$ cat src/rtl/uart_pkg.sv
// Shared definitions for the UART blocks: receiver state encoding, oversampling
// constants and small helpers used by both the receiver and the baud divider.
package uart_pkg;

   typedef enum logic [1:0] {
      IDLE  = 2'd0,
      START = 2'd1,
      DATA  = 2'd2,
      STOP  = 2'd3
   } uart_rx_state_t;

   localparam int OVERSAMPLE = 16;
   localparam int SAMPLE_LO  = 7;
   localparam int SAMPLE_HI  = 9;

   // Clocks per oversample tick, rounded to nearest.
   function automatic int baud_div(input int clk_freq, input int baud_rate);
      return (clk_freq + (baud_rate * OVERSAMPLE) / 2) / (baud_rate * OVERSAMPLE);
   endfunction

   function automatic logic vote3(input logic a, input logic b, input logic c);
      return (a & b) | (a & c) | (b & c);
   endfunction

endpackage

$ cat src/rtl/uart_baud_tick.sv
// Oversample tick generator: one-cycle tick every DIV clocks, held at phase 0
// while clr_i is high so the first tick lands a full period after release.
module uart_baud_tick
   import uart_pkg::*;
#(
   parameter int CLK_FREQ  = 50_000_000,
   parameter int BAUD_RATE = 115200
) (
   input  logic clk_i,
   input  logic rst_n_i,
   input  logic clr_i,
   output logic tick_o
);

   localparam int DIV = baud_div(CLK_FREQ, BAUD_RATE);
   localparam int CW  = (DIV > 1) ? $clog2(DIV) : 1;

   logic [CW-1:0] cnt;
   logic          at_top;

   assign at_top = (cnt == CW'(DIV - 1));
   assign tick_o = at_top & ~clr_i;

   always_ff @(posedge clk_i or negedge rst_n_i) begin
      if (!rst_n_i) begin
         cnt <= '0;
      end else if (clr_i || at_top) begin
         cnt <= '0;
      end else begin
         cnt <= cnt + 1'b1;
      end
   end

endmodule

$ cat src/rtl/uart_rx.sv
// 8N1 UART receiver with 16x oversampling, 2-of-3 voting around mid-bit and a
// four-phase valid/ready byte output with framing-error and overrun pulses.
module uart_rx
   import uart_pkg::*;
#(
   parameter int CLK_FREQ  = 50_000_000,
   parameter int BAUD_RATE = 115200
) (
   input  logic           clk_i,
   input  logic           rst_n_i,
   input  logic           rx_i,
   output logic [7:0]     data_o,
   output logic           data_vld_o,
   input  logic           data_rdy_i,
   output logic           frame_err_o,
   output logic           overrun_o,
   output uart_rx_state_t dbg_state_o
);

   // Handshake: data_vld_o rises only when data_rdy_i is low; it then holds with
   // data_o stable until data_rdy_i is sampled high, and clears on that edge.

   localparam logic [3:0] S_LO   = 4'(SAMPLE_LO);
   localparam logic [3:0] S_MID  = 4'(SAMPLE_LO + 1);
   localparam logic [3:0] S_HI   = 4'(SAMPLE_HI);
   localparam logic [3:0] S_LAST = 4'(OVERSAMPLE - 1);

   logic           sync1, sync2;
   uart_rx_state_t state, state_nxt;
   logic [3:0]     samp;
   logic [2:0]     bit_cnt;
   logic [7:0]     shreg;
   logic           s7, s8, s9;
   logic           tick, div_clr;
   logic           shift_en, frame_done;
   logic           bit_vote, stop_vote, busy;

   uart_baud_tick #(
      .CLK_FREQ  (CLK_FREQ),
      .BAUD_RATE (BAUD_RATE)
   ) u_tick (
      .clk_i   (clk_i),
      .rst_n_i (rst_n_i),
      .clr_i   (div_clr),
      .tick_o  (tick)
   );

   always_ff @(posedge clk_i or negedge rst_n_i) begin
      if (!rst_n_i) begin
         sync1 <= 1'b1;
         sync2 <= 1'b1;
      end else begin
         sync1 <= rx_i;
         sync2 <= sync1;
      end
   end

   assign bit_vote  = vote3(s7, s8, s9);
   // Stop is decided at sample 9 itself, so the live sample stands in for s9.
   assign stop_vote = vote3(s7, s8, sync2);
   assign busy      = data_vld_o | data_rdy_i;

   always_ff @(posedge clk_i or negedge rst_n_i) begin
      if (!rst_n_i) begin
         state <= IDLE;
      end else begin
         state <= state_nxt;
      end
   end

   always_comb begin
      state_nxt  = state;
      div_clr    = 1'b0;
      shift_en   = 1'b0;
      frame_done = 1'b0;
      case (state)
         IDLE: begin
            div_clr = 1'b1;
            if (!sync2) state_nxt = START;
         end
         START: begin
            if (tick && samp == S_LAST) state_nxt = bit_vote ? IDLE : DATA;
         end
         DATA: begin
            if (tick && samp == S_LAST) begin
               shift_en = 1'b1;
               if (bit_cnt == 3'd7) state_nxt = STOP;
            end
         end
         STOP: begin
            if (tick && samp == S_HI) begin
               frame_done = 1'b1;
               state_nxt  = IDLE;
            end
         end
         default: state_nxt = IDLE;
      endcase
   end

   always_ff @(posedge clk_i or negedge rst_n_i) begin
      if (!rst_n_i) begin
         samp    <= '0;
         bit_cnt <= '0;
         shreg   <= '0;
         s7      <= 1'b1;
         s8      <= 1'b1;
         s9      <= 1'b1;
      end else if (state == IDLE) begin
         samp    <= '0;
         bit_cnt <= '0;
      end else begin
         if (tick) begin
            samp <= samp + 1'b1;
            if (samp == S_LO)  s7 <= sync2;
            if (samp == S_MID) s8 <= sync2;
            if (samp == S_HI)  s9 <= sync2;
         end
         if (shift_en) begin
            shreg   <= {bit_vote, shreg[7:1]};
            bit_cnt <= bit_cnt + 1'b1;
         end
      end
   end

   always_ff @(posedge clk_i or negedge rst_n_i) begin
      if (!rst_n_i) begin
         data_o      <= '0;
         data_vld_o  <= 1'b0;
         frame_err_o <= 1'b0;
         overrun_o   <= 1'b0;
      end else begin
         frame_err_o <= frame_done & ~stop_vote;
         overrun_o   <= frame_done & stop_vote & busy;
         if (frame_done && stop_vote && !busy) begin
            data_o     <= shreg;
            data_vld_o <= 1'b1;
         end else if (data_vld_o && data_rdy_i) begin
            data_vld_o <= 1'b0;
         end
      end
   end

   assign dbg_state_o = state;

endmodule
$ cat config.mk
export PLATFORM = sky130hd
export DESIGN_NAME = uart_rx
export DESIGN_NICKNAME = d
export VERILOG_FILES = /design/src/rtl/uart_pkg.sv /design/src/rtl/uart_baud_tick.sv /design/src/rtl/uart_rx.sv
export SDC_FILE = /design/constraint.sdc
export NUM_CORES = 1
export LEC_CHECK = 0
export ABC_AREA = 1
export CORE_ASPECT_RATIO = 1.75
export CORE_MARGIN = 2
export CORE_UTILIZATION = 55
export CTS_CLUSTER_DIAMETER = 120
export DETAILED_ROUTE_END_ITERATION = 7
export HOLD_SLACK_MARGIN = 0.02
export PLACE_DENSITY_LB_ADDON = 0.15
export SYNTH_ARGS = -nofsm -noshare
export SYNTH_HDL_FRONTEND = slang
export SYNTH_SLANG_ARGS = --single-unit
$ cat constraint.sdc
create_clock -name clk_i -period 1.7 [get_ports clk_i]
set_input_delay 0.425 -clock clk_i [delete_from_list [all_inputs] [get_ports clk_i]]
set_output_delay 0.425 -clock clk_i [all_outputs]
set_load 0.02 [all_outputs]
## Yosys cells after proc, flatten, opt, wreduce, memory -nomap -nowiden

Index checks and enable logic that the tools add are counted.

- Add/sub/neg operators: 3
- Equal/unequal tests: 14
- Multiplexer cells: 19
- Bitwise logic cells: 17
- Reductions and logical operators: 16

Operator list:

| cell | number |
|---|---|
| $eq 4x4->1 const B | 3 |
| $mux 2 | 6 |
| $ne 2x2->1 const B | 5 |
| $and 1x1->1 | 9 |
| $reduce_and 3->1 | 3 |
| $mux 4 | 2 |
| $pmux 2 s4 | 1 |
| $mux 1 | 7 |
| $mux 3 | 2 |
| $reduce_bool 2->1 | 3 |
| $add 5x1->5 const B | 1 |
| $eq 5x5->1 const B | 1 |
| $logic_and 1x1->1 | 5 |
| $mux 5 | 1 |
| $or 1x1->1 | 5 |
| $reduce_and 5->1 | 1 |
| $add 4x1->4 const B | 1 |
| $eq 2x2->1 const B | 2 |
| $eq 4x3->1 const B | 1 |
| $add 3x1->3 const B | 1 |
| $eq 3x3->1 const B | 1 |
| $not 1->1 | 3 |
| $eq 2x1->1 const B | 1 |
| $logic_not 2->1 | 1 |
| other kinds (3) | 3 |

- Flip-flop bits (word level): 38
- Input bits: 4
- Logic and storage cells: 83

## Depth between registers and ports, before layout

- Depth after elaboration: 10
- Mapped depth: 9

## Hierarchy

From an unflattened synthesis, not the netlist that was laid out.

- Cell total of the unflattened synthesis: 196
- Area, all modules: 1767.9 µm²

Modules (own cells, without submodules):

| module | instances | cells an instance | area an instance (µm²) | sequential area each (µm²) |
|---|---|---|---|---|
| uart_rx | 1 | 165 | 1507.7 | 832.0 |
| uart_baud_tick | 1 | 31 | 260.2 | 125.1 |

## Worst setup path after synthesis

Ideal clock, no wire load.

- Kind: register to register
- From: register u_tick.cnt[0]
- To: register data_o[0]
- Setup time: 0.117 ns
- Arrival: 1.338 ns
- Required time: 1.583 ns
- Setup slack: 0.245 ns
- Cell stages (with the launch flop): 10
- Path buffers: 0
- Period minus slack after synthesis: 1.455 ns
- Cell sequence: dfrtp_1 inv_1 ha_1 nand2_1 nor2_4 nand3_4 nor2_8 nand3_4 nand2_1 nand2_1

- Longest elaborated chain between the ends: 7

Ends and longest elaborated chain:

| item | line | source |
|---|---|---|
| start, declared | uart_baud_tick.sv:18 | `logic [CW-1:0] cnt;` |
| start signal, assigned | uart_baud_tick.sv:30 | `cnt <= cnt + 1'b1;` |
| $eq 5x5->1 | uart_baud_tick.sv:21 | `assign at_top = (cnt == CW'(DIV - 1));` |
| $and 1x1->1 | uart_baud_tick.sv:22 | `assign tick_o = at_top & ~clr_i;` |
| $logic_and 1x1->1 | uart_rx.sv:91 | `if (tick && samp == S_HI) begin` |
| $mux 1 | uart_rx.sv:91 |  |
| $mux 1 | uart_rx.sv:76 | `case (state)` |
| $logic_and 1x1->1 (2 in a row) | uart_rx.sv:134 | `if (frame_done && stop_vote && !busy) begin` |
| end signal, assigned | uart_rx.sv:135 | `data_o <= shreg;` |
| end, declared | uart_rx.sv:12 | `output logic [7:0] data_o,` |

No other way between the ends.
A chain may end at the register's enable or synchronous reset.

## Worst setup path in the final report

- From: register u_tick.cnt[0]
- To: register bit_cnt[0]

- Longest elaborated chain between the ends: 6

Ends and longest elaborated chain:

| item | line | source |
|---|---|---|
| $eq 5x5->1 | uart_baud_tick.sv:21 |  |
| $and 1x1->1 | uart_baud_tick.sv:22 |  |
| $logic_and 1x1->1 | uart_rx.sv:85 | `if (tick && samp == S_LAST) begin` |
| $mux 1 | uart_rx.sv:85 |  |
| $mux 1 | uart_rx.sv:76 |  |
| $reduce_bool 2->1 (no line) | n/a |  |
| end signal, assigned | uart_rx.sv:120 | `bit_cnt <= bit_cnt + 1'b1;` |
| end, declared | uart_rx.sv:31 | `logic [2:0] bit_cnt;` |

No other way between the ends.

==> impl_summary.txt <==
----------------------------------------------------
[Pwr]
  Power Density ... 758 mW/mm²
  Largest vdd supply drop ... 0.000805 V
  Static leakage ... 1.24 nW

[Die]
  Area of the die ... 0.00365 mm²
  Initial cell density of the core ... 56.7%
  IO Pins ... 17
  Area of the core ... 0.00307 mm²
  Standard-cell rows ... 27
  Die outline width ... 46.5 µm
  Height of the die ... 78.4 µm

[Routing]
  Antenna-violating nets left ... 0
  Total wire length ... 3.37 mm
  Detailed-router iteration count before antenna repair ... 4
  WL/cell ... 12.6 µm
  Post-detailed-route DRC marker count ... 0
  Via density per instance ... 5.04
  Starting DRC count in detailed routing ... 28
  Via count ... 1,345

[Timing]
  Fin crit share ... 96.0%
  Post-Route Skew ... 0.00774 ns
  Setup repair after global routing missed its margin ... yes
  Time the final worst path needs with I/O delays and setup ... 1.63 ns
  Tightest slew margin relative to the limit ... 83.0%
  Final total negative setup slack ... 0 ns
  Final Hold Viols ... 0
  Max Slew Vio Count ... 0
  Maximum clock frequency ... 613 MHz
  Setup-violating endpoint count in the final report ... 0
  Worst slew pin tran ... 0.254 ns
  Min setup slack post-route ... 0.0680 ns

[Setup path]
  Worst r2r src ... u_tick.cnt[0]
  Number of buffers and inverters on the critical path ... 1
  Top cell family by delay on the critical path ... simple AND/OR/NAND/NOR gates
  Max Fanout on Critical Path ... 6
  Stage delay of the slowest cell on the critical path ... 0.41 ns
  Critical path cell sequence ... inv_1 > ha_1 > nand2_1 > nor2_4 > nand3_4 > nor2_4 > nor2_1 > nand2_1 > o21ai_0
  Type of the worst setup path ... reg -> reg
  Worst EP required ... 1.86 ns
  Endpoint of the worst setup timing path ... bit_cnt[0]
  Register-to-register setup slack ... 0.07 ns
  CP startpoint ... u_tick.cnt[0]
  Slowest cell on the critical path ... sky130_fd_sc_hd__dfrtp_1
  Type of origin of the critical path ... register
  Total number of cells along the worst setup path ... 9
  Register-to-Register Path Depth ... 9
  Endpoint class of the critical path ... register
  Worst EP arrival ... 1.79 ns
  Critical R2R Capture ... bit_cnt[0]

[Logic synthesis]
  YS warnings ... 0
  Flip-flop and latch count after synthesis ... 38
  Number of nets produced by synthesis ... 200
  Share of synthesized area occupied by flip-flops and latches ... 55.0%
  Synthesized area per cell ... 9.22 µm²
  Cell area after technology mapping ... 0.00174 mm²
  Count of distinct cell types in the synthesized netlist ... 25
  Mapped Cells ... 189

[CTS]
  Cts-stage hold buffer count ... 0
  TritonCTS clock tree ... done
  Clock Tree Root ... sky130_fd_sc_hd__clkbuf_8
  Sink count of the clock tree ... 38
  Maximum buffer depth of the clock tree ... 2
  H-tree Lvls ... 2
  TritonCTS Buffers ... 5
  Register clock-pin slew on the reported worst setup and hold paths ... 0.07 ns
  Clock latency reported for the late side of the worst-skew pair ... 0.28 ns

[Flow run]
  # Max-Cap Violations ... 0

[Layout]
  Post-layout util ... 72.9%
  Most common library cell in the layout ignoring fill and taps ... sky130_fd_sc_hd__nand2_1
  Proportion of layout cells with a drive suffix above 1 ... 17.9%
  ANT cells ... 0
  Most frequent cells in the layout ... sky130_fd_sc_hd__nand2_1 (62), sky130_fd_sc_hd__dfrtp_1 (33), sky130_fd_sc_hd__inv_1 (17)
  Area Overhead vs Synth ... 28.6%
  Final layout net count ... 234

[Run status]
  Status ... finished, final reports clean

[Global routing]
  Initial antenna violation count ... 0
  Global route overflow ... 0
  Wire length of the first global-routing pass ... 5.49 mm
  GRT Resource Usage Total ... 20.1%
  Maximum number of pins on one net before global-route repair ... 39
  Number of global-route vias before repair ... 1,377

[Min path]
  Type of the tightest min-delay check ... reg -> reg

[Placement]
  Final weighted congestion in routability-driven placement ... 0.793
  Half-perimeter wire length after detailed placement ... 2.35 mm
  Pre-CTS worst setup slack ... 0.0522 ns
  PortBufs ... 16

----------------------------------------------------
[how the worst min path moves through the flow]
stage	from	slack, ns	cells past startpoint	to
final	sync1	0.36	0	sync2
after global routing	sync1	0.36	0	sync2
after CTS	sync1	0.36	0	sync2
after detailed placement	sync1	0.35	0	sync2
after global placement	sync1	0.35	0	sync2
after floorplan	rst_n_i	0.13	0	asynchronous set/reset pin
[sequential cells by signal, indices dropped and copies added, names as in the netlist, 3 cells and up, named ones only]
signal / flops
data_o: 8
shreg: 8
u_tick.cnt: 5
samp: 4
bit_cnt: 3
[cell usage after synthesis]
library cell / count / share of area (%)
sky130_fd_sc_hd__inv_2: 2 / 0.43
sky130_fd_sc_hd__nand2_1: 62 / 13
sky130_fd_sc_hd__xnor2_1: 1 / 0.50
sky130_fd_sc_hd__xor2_1: 2 / 1.0
sky130_fd_sc_hd__dfstp_2: 5 / 7.5
sky130_fd_sc_hd__nand3_1: 3 / 0.86
sky130_fd_sc_hd__or2_2: 1 / 0.36
sky130_fd_sc_hd__o21ai_0: 10 / 2.9
sky130_fd_sc_hd__a21oi_2: 1 / 0.50
sky130_fd_sc_hd__dfrtp_1: 33 / 47
sky130_fd_sc_hd__nor3_1: 2 / 0.57
sky130_fd_sc_hd__inv_1: 17 / 3.7
sky130_fd_sc_hd__nand3_4: 2 / 2.0
sky130_fd_sc_hd__a21oi_1: 5 / 1.4
sky130_fd_sc_hd__nand4_1: 11 / 4.0
sky130_fd_sc_hd__nor2_1: 14 / 3.0
sky130_fd_sc_hd__inv_4: 1 / 0.36
sky130_fd_sc_hd__o21ai_1: 1 / 0.29
sky130_fd_sc_hd__ha_1: 7 / 5.0
sky130_fd_sc_hd__buf_2: 1 / 0.29
sky130_fd_sc_hd__buf_4: 1 / 0.43
sky130_fd_sc_hd__nor2_4: 2 / 1.3
sky130_fd_sc_hd__nor2_8: 1 / 1.1
sky130_fd_sc_hd__nand3_2: 1 / 0.57
sky130_fd_sc_hd__nor2_2: 3 / 1.1
[cells by family (layout without fill, tap and decap cells)]
family / Yosys count / after routing / synth area share (%)
simple gates: 102 / 102 / 28.2
fa+ha+maj: 7 / 7 / 5.03
xor+xnor: 3 / 3 / 1.51
buf+inv: 22 / 57 / 5.17
compound gates: 17 / 17 / 5.10
flops: 38 / 38 / 55.0
[routing by layer]
metal / GRT usage [%] / vias to the layer above / part of all wire (%)
li1: - / 671 / -
met1: 20.6 / 641 / 37
met2: 37.6 / 25 / 58
met3: 2.76 / 8 / 3.3
met4: 7.71 / 0 / 1.7
met5: 0 / - / 0
[where the power goes]
part	switching, W	internal, W
logic	0.0000245	0.0000158
registers	0.000000622	0.000908
clock network	0.000317	0.000432
total	0.000342	0.00136
[per-stage QoR]
| stage | cell area [µm²] | hold WS [ns] | total power, W | std cells |
|---|---|---|---|---|
| 2_1_floorplan | 1740 | 0.129 | 0.000930 | 189 |
| 3_3_place_gp | 2030 | 0.346 | 0.000966 | 252 |
| 3_5_place_dp | 2030 | 0.351 | 0.000968 | 252 |
| 4_1_cts | 2130 | 0.361 | 0.00172 | 260 |
| 5_1_grt | 2240 | 0.362 | 0.00175 | 267 |
| 6_report | 2240 | 0.358 | 0.00170 | 267 |
[what timing repair did]
item | CTS | global route
pin swaps | 0 | 4
buffers inserted | 0 | 7
endpoints found under the setup margin | 2 | 29
endpoints found under the hold margin | 0 | 0
gates resized for setup | 2 | 13
[area by class of cell]
class	instances	area [µm²]
clock buffer	5	68.8
clock inverter	3	40.0
fill	240	835
inverter	20	80.1
multi-input combinational	129	712
sequential	38	957
tap	43	53.8
timing repair buffer	29	328
(Power assumes the default switching activity.)
